$ cat src/rtl/pdp1_pkg.sv
// Shared PDP-1 memory-subsystem types: word/address widths, arbiter states and
// a small address-window helper.
package pdp1_pkg;

  localparam int ADDR_W = 12;
  localparam int DATA_W = 18;

  typedef logic [DATA_W-1:0] word_t;
  typedef logic [ADDR_W-1:0] addr_t;

  typedef enum logic [0:0] {
    ARB_FREE   = 1'b0,
    ARB_LOCKED = 1'b1
  } arb_state_t;

  function automatic logic addr_in_window(input addr_t a, input addr_t lo, input addr_t hi);
    return (a >= lo) && (a <= hi);
  endfunction

endpackage

$ cat src/rtl/pdp1_arb_age_ctr.sv
// Loader aging counter: counts consecutive cycles r1 is denied (saturating at 255)
// and flags when the loader has waited long enough to win over the CPU.
module pdp1_arb_age_ctr #(
  parameter int MAX_WAIT = 8
) (
  input  logic clk,
  input  logic rst,
  input  logic r1_req,
  input  logic r1_gnt,
  output logic age_expired
);

  logic [7:0] wait_cnt_r;

  // Denial counter; any gap in r1_req forgets earlier waiting.
  always_ff @(posedge clk) begin
    if (rst) begin
      wait_cnt_r <= 8'd0;
    end else if (!r1_req || r1_gnt) begin
      wait_cnt_r <= 8'd0;
    end else if (wait_cnt_r != 8'hFF) begin
      wait_cnt_r <= wait_cnt_r + 8'd1;
    end else begin
      wait_cnt_r <= wait_cnt_r;
    end
  end

  assign age_expired = (wait_cnt_r >= 8'(MAX_WAIT));

endmodule

$ cat src/rtl/pdp1_ram_arbiter.sv
// Two-requester arbiter for the PDP-1 main RAM port: CPU priority, loader aging,
// CPU lock for RMW. Optional loader write protection under PDP1_ARB_WP_EN.
module pdp1_ram_arbiter
  import pdp1_pkg::*;
#(
  parameter int    MAX_WAIT = 8
`ifdef PDP1_ARB_WP_EN
  ,
  parameter addr_t WP_BASE  = 12'o7750,
  parameter addr_t WP_LIMIT = 12'o7777
`endif
) (
  input  logic              clk,
  input  logic              rst,
  input  logic              r0_req,
  input  logic              r0_we,
  input  logic [ADDR_W-1:0] r0_addr,
  input  logic [DATA_W-1:0] r0_wdata,
  input  logic              r0_lock,
  output logic              r0_gnt,
  output logic              r0_rvalid,
  input  logic              r1_req,
  input  logic              r1_we,
  input  logic [ADDR_W-1:0] r1_addr,
  input  logic [DATA_W-1:0] r1_wdata,
  output logic              r1_gnt,
  output logic              r1_rvalid,
  output logic              r1_wp_err,
  output logic [DATA_W-1:0] rdata,
  output logic [ADDR_W-1:0] ram_addr,
  output logic [DATA_W-1:0] ram_wdata,
  output logic              ram_wren,
  input  logic [DATA_W-1:0] ram_q
);

  arb_state_t state_r;
  logic       gnt0_s;
  logic       gnt1_s;
  logic       lock_hold_s;
  logic       age_expired_s;
  logic       wp_hit_s;
  logic       r0_rvalid_r;
  logic       r1_rvalid_r;
  logic       wp_err_r;

  pdp1_arb_age_ctr #(
    .MAX_WAIT(MAX_WAIT)
  ) u_age (
    .clk        (clk),
    .rst        (rst),
    .r1_req     (r1_req),
    .r1_gnt     (gnt1_s),
    .age_expired(age_expired_s)
  );

  // The lock only holds while r0_lock stays high; its release cycle arbitrates as FREE.
  assign lock_hold_s = (state_r == ARB_LOCKED) && r0_lock;

`ifdef PDP1_ARB_WP_EN
  assign wp_hit_s = r1_we && addr_in_window(r1_addr, WP_BASE, WP_LIMIT);
`else
  assign wp_hit_s = 1'b0;
`endif

  // Grant selection.
  always_comb begin
    gnt0_s = 1'b0;
    gnt1_s = 1'b0;
    if (rst) begin
      gnt0_s = 1'b0;
      gnt1_s = 1'b0;
    end else if (lock_hold_s) begin
      gnt0_s = r0_req;
      gnt1_s = 1'b0;
    end else if (r0_req && r1_req) begin
      gnt0_s = !age_expired_s;
      gnt1_s = age_expired_s;
    end else begin
      gnt0_s = r0_req;
      gnt1_s = r1_req;
    end
  end

  // RAM port mux; CPU signals are parked on the port when idle.
  always_comb begin
    ram_addr  = r0_addr;
    ram_wdata = r0_wdata;
    ram_wren  = 1'b0;
    if (gnt1_s) begin
      ram_addr  = r1_addr;
      ram_wdata = r1_wdata;
      ram_wren  = r1_we && !wp_hit_s;
    end else begin
      ram_addr  = r0_addr;
      ram_wdata = r0_wdata;
      ram_wren  = gnt0_s && r0_we;
    end
  end

  // Lock state machine.
  always_ff @(posedge clk) begin
    if (rst) begin
      state_r <= ARB_FREE;
    end else begin
      case (state_r)
        ARB_FREE:   state_r <= (gnt0_s && r0_lock) ? ARB_LOCKED : ARB_FREE;
        ARB_LOCKED: state_r <= r0_lock ? ARB_LOCKED : ARB_FREE;
        default:    state_r <= ARB_FREE;
      endcase
    end
  end

  // Read-valid pipeline aligned with the RAM's one-cycle q latency, plus wp error pulse.
  always_ff @(posedge clk) begin
    if (rst) begin
      r0_rvalid_r <= 1'b0;
      r1_rvalid_r <= 1'b0;
      wp_err_r    <= 1'b0;
    end else begin
      r0_rvalid_r <= gnt0_s && !r0_we;
      r1_rvalid_r <= gnt1_s && !r1_we;
      wp_err_r    <= gnt1_s && wp_hit_s;
    end
  end

  assign r0_gnt    = gnt0_s;
  assign r1_gnt    = gnt1_s;
  assign r0_rvalid = r0_rvalid_r;
  assign r1_rvalid = r1_rvalid_r;
  assign r1_wp_err = wp_err_r;
  assign rdata     = ram_q;

endmodule
$ cat config.mk
export PLATFORM = sky130hd
export DESIGN_NAME = pdp1_ram_arbiter
export DESIGN_NICKNAME = d
export VERILOG_FILES = /design/src/rtl/pdp1_pkg.sv /design/src/rtl/pdp1_arb_age_ctr.sv /design/src/rtl/pdp1_ram_arbiter.sv
export SDC_FILE = /design/constraint.sdc
export NUM_CORES = 1
export LEC_CHECK = 0
export CAP_MARGIN = 25
export CORE_MARGIN = 8
export CORE_UTILIZATION = 28
export DETAILED_ROUTE_END_ITERATION = 8
export PLACE_DENSITY = 0.81
export SYNTH_ARGS = -nofsm -noshare
export SYNTH_HDL_FRONTEND = slang
export SYNTH_SLANG_ARGS = --single-unit
export TNS_END_PERCENT = 100
$ cat constraint.sdc
create_clock -name clk -period 1.9 [get_ports clk]
set_input_delay 0.19 -clock clk [delete_from_list [all_inputs] [get_ports clk]]
set_output_delay 0.19 -clock clk [all_outputs]
set_load 0.005 [all_outputs]
==> out/results.txt <==
The number of enable-type register cells in the synthesized netlist was 0. TritonCTS built the clock tree. The finished cells cover 2422 um2. The final layout contains 321 nets. mux2_4 takes more of the synthesized area than any other cell. In this run, synthesis produced a sequential element count of 11. The power per cell area was 367.4 nW/um2. The first routing iteration left 32 violations. Of the total power, registers draw 26.9%. Among the stages of the critical path, the cell type that occurs most often is buf_6. Data on the critical path is required at its endpoint by 1.71 ns. For the synthesized net count, the log shows 216. The tools report the global routing usage summed across all routing layers as 14.85%.

Setup repair after global routing could not meet its margin everywhere. The pre-antenna-repair detailed-routing pass consisted of 4 iterations. The share of the clock period used by the worst path after layout is 108.5%.

The tools report the total count of hold-check failures in the final report as 0. By instance count, the leading cell after synthesis is mux2_4. In this run the count of I/O pins placed on the die edge is 139. The cell-internal power is 0.0006813 W, and the achievable frequency is 485.0 MHz. The tools report the number of global-route vias before repair as 1359. Combinational share of power: 46.3%. The die width came out at 83.51 um. Routability-driven placement finished with a final weighted congestion of 0.8028. For this configuration, the core starts out at a cell density of 29.11%. Of the total power, the share spent switching nets is 23.46%.

After detailed routing, the total wire length is 5534 um. Relative to the synthesized area, the layout overhead comes to 89.80%. At the placement stage, the worst setup path has a slack of -0.3981 ns.

The tools report the number of antenna violations at the first check in global routing as 0. Slowest library cell on the worst path: dfxtp_2. IR analysis of the VDD net gives a maximum drop of 0.0002052 V. Post-layout worst setup margin: -0.1620 ns. The biggest cell delay along the critical path is 0.33 ns, and the wire length of the first global-routing pass is 8224 um. The number of routed nets with antenna violations was 0. For the total count of max-transition violations in the final report, the log shows 0. The type of the tightest min-delay check is in -> out.

The average vias per placed instance was 4.804. Counting instances in the post-synthesis netlist gives the leading cell types as 27 x mux2_4, 20 x buf_4, 11 x dfxtp_1. For the finished layout, the period the worst path requires is 2.062 ns.

The setup path with the least slack is of type reg -> out. Post-synthesis sequential area ratio: 17.25%. Summed over all cells, the static leakage comes to 1.126 nW. A synthesized cell averages 9.893 um2.

The die covers 6974 um2. The netlist uses 34 different library cells. Clock skew: 0.001600 ns. STA classifies the critical path endpoint as a primary output. In the post-synthesis netlist, the biggest area contributors are mux2_4 32%, dfxtp_1 17%, buf_4 12%. Of the post-synthesis cell area, the dominant cell type holds 31.76%. The die is 83.51 um tall. The logs give 0 for the total number of yosys warnings and 1 for the count of H-tree levels built during CTS. In the final routed layout, each cell accounts on average for 19.42 um. For the total setup violations reported at the end of the flow, the log shows 25. In the routed design, unresolved DRC markers number 0. In the synthesized netlist the dominant register cell turns out to be dfxtp_1. Adding up every negative setup slack in the final design gives -2.612 ns. Hold is met by 0.3800 ns. After global routing the overflow that remains totals 0. Entering global routing, the biggest net connects 10 pins.

Clock latency on the worst-skew pair, taken at its later pin, is 0.24 ns. The routed layout has 1369 vias. Summing all placed instances gives a cell area of 2250 um2.

Family of cells with the greatest summed delay on the critical path: buffers and inverters. The run finished, with violations left. Together, buffers and inverters on the worst path number 4.

The total area inside the core boundary comes to 4384 um2. Across the run, the number of max-cap violations was 0. During placement, the flow inserted port buffers numbering 101.

Traced cell by cell, the critical path runs through nor4_4 -> a221o_2 -> buf_6 -> buf_12 -> buf_16 -> mux2_4 -> buf_6. The startpoint kind of the worst setup timing path was a flip-flop. Synthesis produced a netlist whose cell count is 129. No sink is reached through more buffers than the 2 on the longest clock path. The root buffer cell chosen for the clock tree is clkbuf_8. The async set or reset register ratio after synthesis was 0%. The fraction of layout instances using a drive strength above 1 is 43.78%. After filler insertion, the fill cell instance count of the layout stands at 370.

The estimated wirelength of the detail-placed design came out at 4415 um. After clock tree synthesis, the flow added hold-fix buffers numbering 0. In this run the core area contains 24 standard-cell rows. The clock share of power is 26.8%.

Clock-pin slew was measured on the worst setup and hold paths at 0.05 ns. The data arrival time at the worst-slack endpoint is 1.87 ns. The tools report the area of the mapped netlist as 1276 um2.

The number of inserted diodes came out at 0. For the number of CTS-inserted buffers, the log shows 3. The checks that failed: setup timing. For this design the total switching power over the nets is 0.0002088 W. CTS saw 11 sinks.

Along the worst path, the maximum fanout reaches 7.
## registers in the layout, summed over array words and instances (netlist names)
register / cells
r0_rvalid: 1
r1_rvalid: 1
state_r: 1
u_age.wait_cnt_r: 8
## cells by family (layout without fill, tap and decap cells)
group                      after synthesis  count (layout)  synth area share, %
AOI/OAI and AO/OA                       19              19                10.00
muxes                                   30              30                34.41
DFF                                     11              11                17.25
buffers and inverters                   35             139                20.59
adders and majority gates                2               2                1.960
and+or+nand+nor                         31              31                15.49
other                                    1               1               0.2938
## path summary, 6_finish.rpt
check | start | end | slack, ns | cells past startpoint
max | u_age.wait_cnt_r[3] | ram_wdata[12] | -0.16 | 7
min | ram_q[11] | rdata[11] | 0.38 | 0
max reg2reg | u_age.wait_cnt_r[1] | u_age.wait_cnt_r[3] | 0.36 | 4
min reg2reg | u_age.wait_cnt_r[1] | u_age.wait_cnt_r[1] | 0.56 | 2
## cells in the final DEF (no fill, tap or decap), types with 3 or more instances in the layout
master,netlist,routed
dlygate4sd2_1,0,3
clkdlybuf4s50_1,0,65
nand3_1,3,3
nor3_1,8,8
a21oi_1,6,6
mux2_2,3,3
buf_4,20,21
buf_6,1,25
nand4_1,3,3
clkbuf_8,0,3
a31oi_1,3,3
inv_1,7,7
nor2_1,3,3
dfxtp_2,0,5
mux2_4,27,27
buf_2,0,7
dfxtp_1,11,6
## through the flow
stage	total power, W	util, %	cells
floorplan	0.0004025	-	129
detailed placement	0.0006376	51.31	270
global placement	0.0006313	51.31	270
finish	0.0008901	55.25	285
CTS	0.0009108	56.51	287
global route	0.0009366	55.25	285
## layout make-up
type                       instances  area, um2  area share [%]
timing repair buffer             128       1257           51.91
multi-input combinational         83      802.0           33.11
sequential                        11      226.5           9.349
tap                               52      65.06           2.686
clock buffer                       4      45.04           1.860
inverter                           7      26.28           1.085
## worst reg2reg max path, delay by kind of cell (launching register included)
kind / cells / cell delay, ns
adders and majority gates: 1 / 0.37
DFF: 1 / 0.44
AOI/OAI and AO/OA: 1 / 0.11
and+or+nand+nor: 2 / 0.54
## power groups by stage
stage	Clock (W)	Sequential (W)	Combinational, W
floorplan	0	0.000244	0.000159
global placement	0	0.000244	0.000388
detailed placement	0	0.000244	0.000394
CTS	0.000247	0.000239	0.000425
global route	0.000263	0.000240	0.000434
finish	0.000239	0.000239	0.000412
## timing repair
item,4_1_cts,5_1_grt
setup buffers,10,1
endpoints found under the setup margin,33,32
gates resized for setup,161,5
pin swaps,2,2
gates cloned,3,0
## metal layers
layer  vias to the layer above  track usage [%]  wire length, um
li1                        656                -                -
met1                       636            15.66             2247
met2                        74            26.87             2786
met3                         3            5.957              464
met4                         0            3.297               36
met5                         -                0                0
Power figures use the tool's default switching activity.
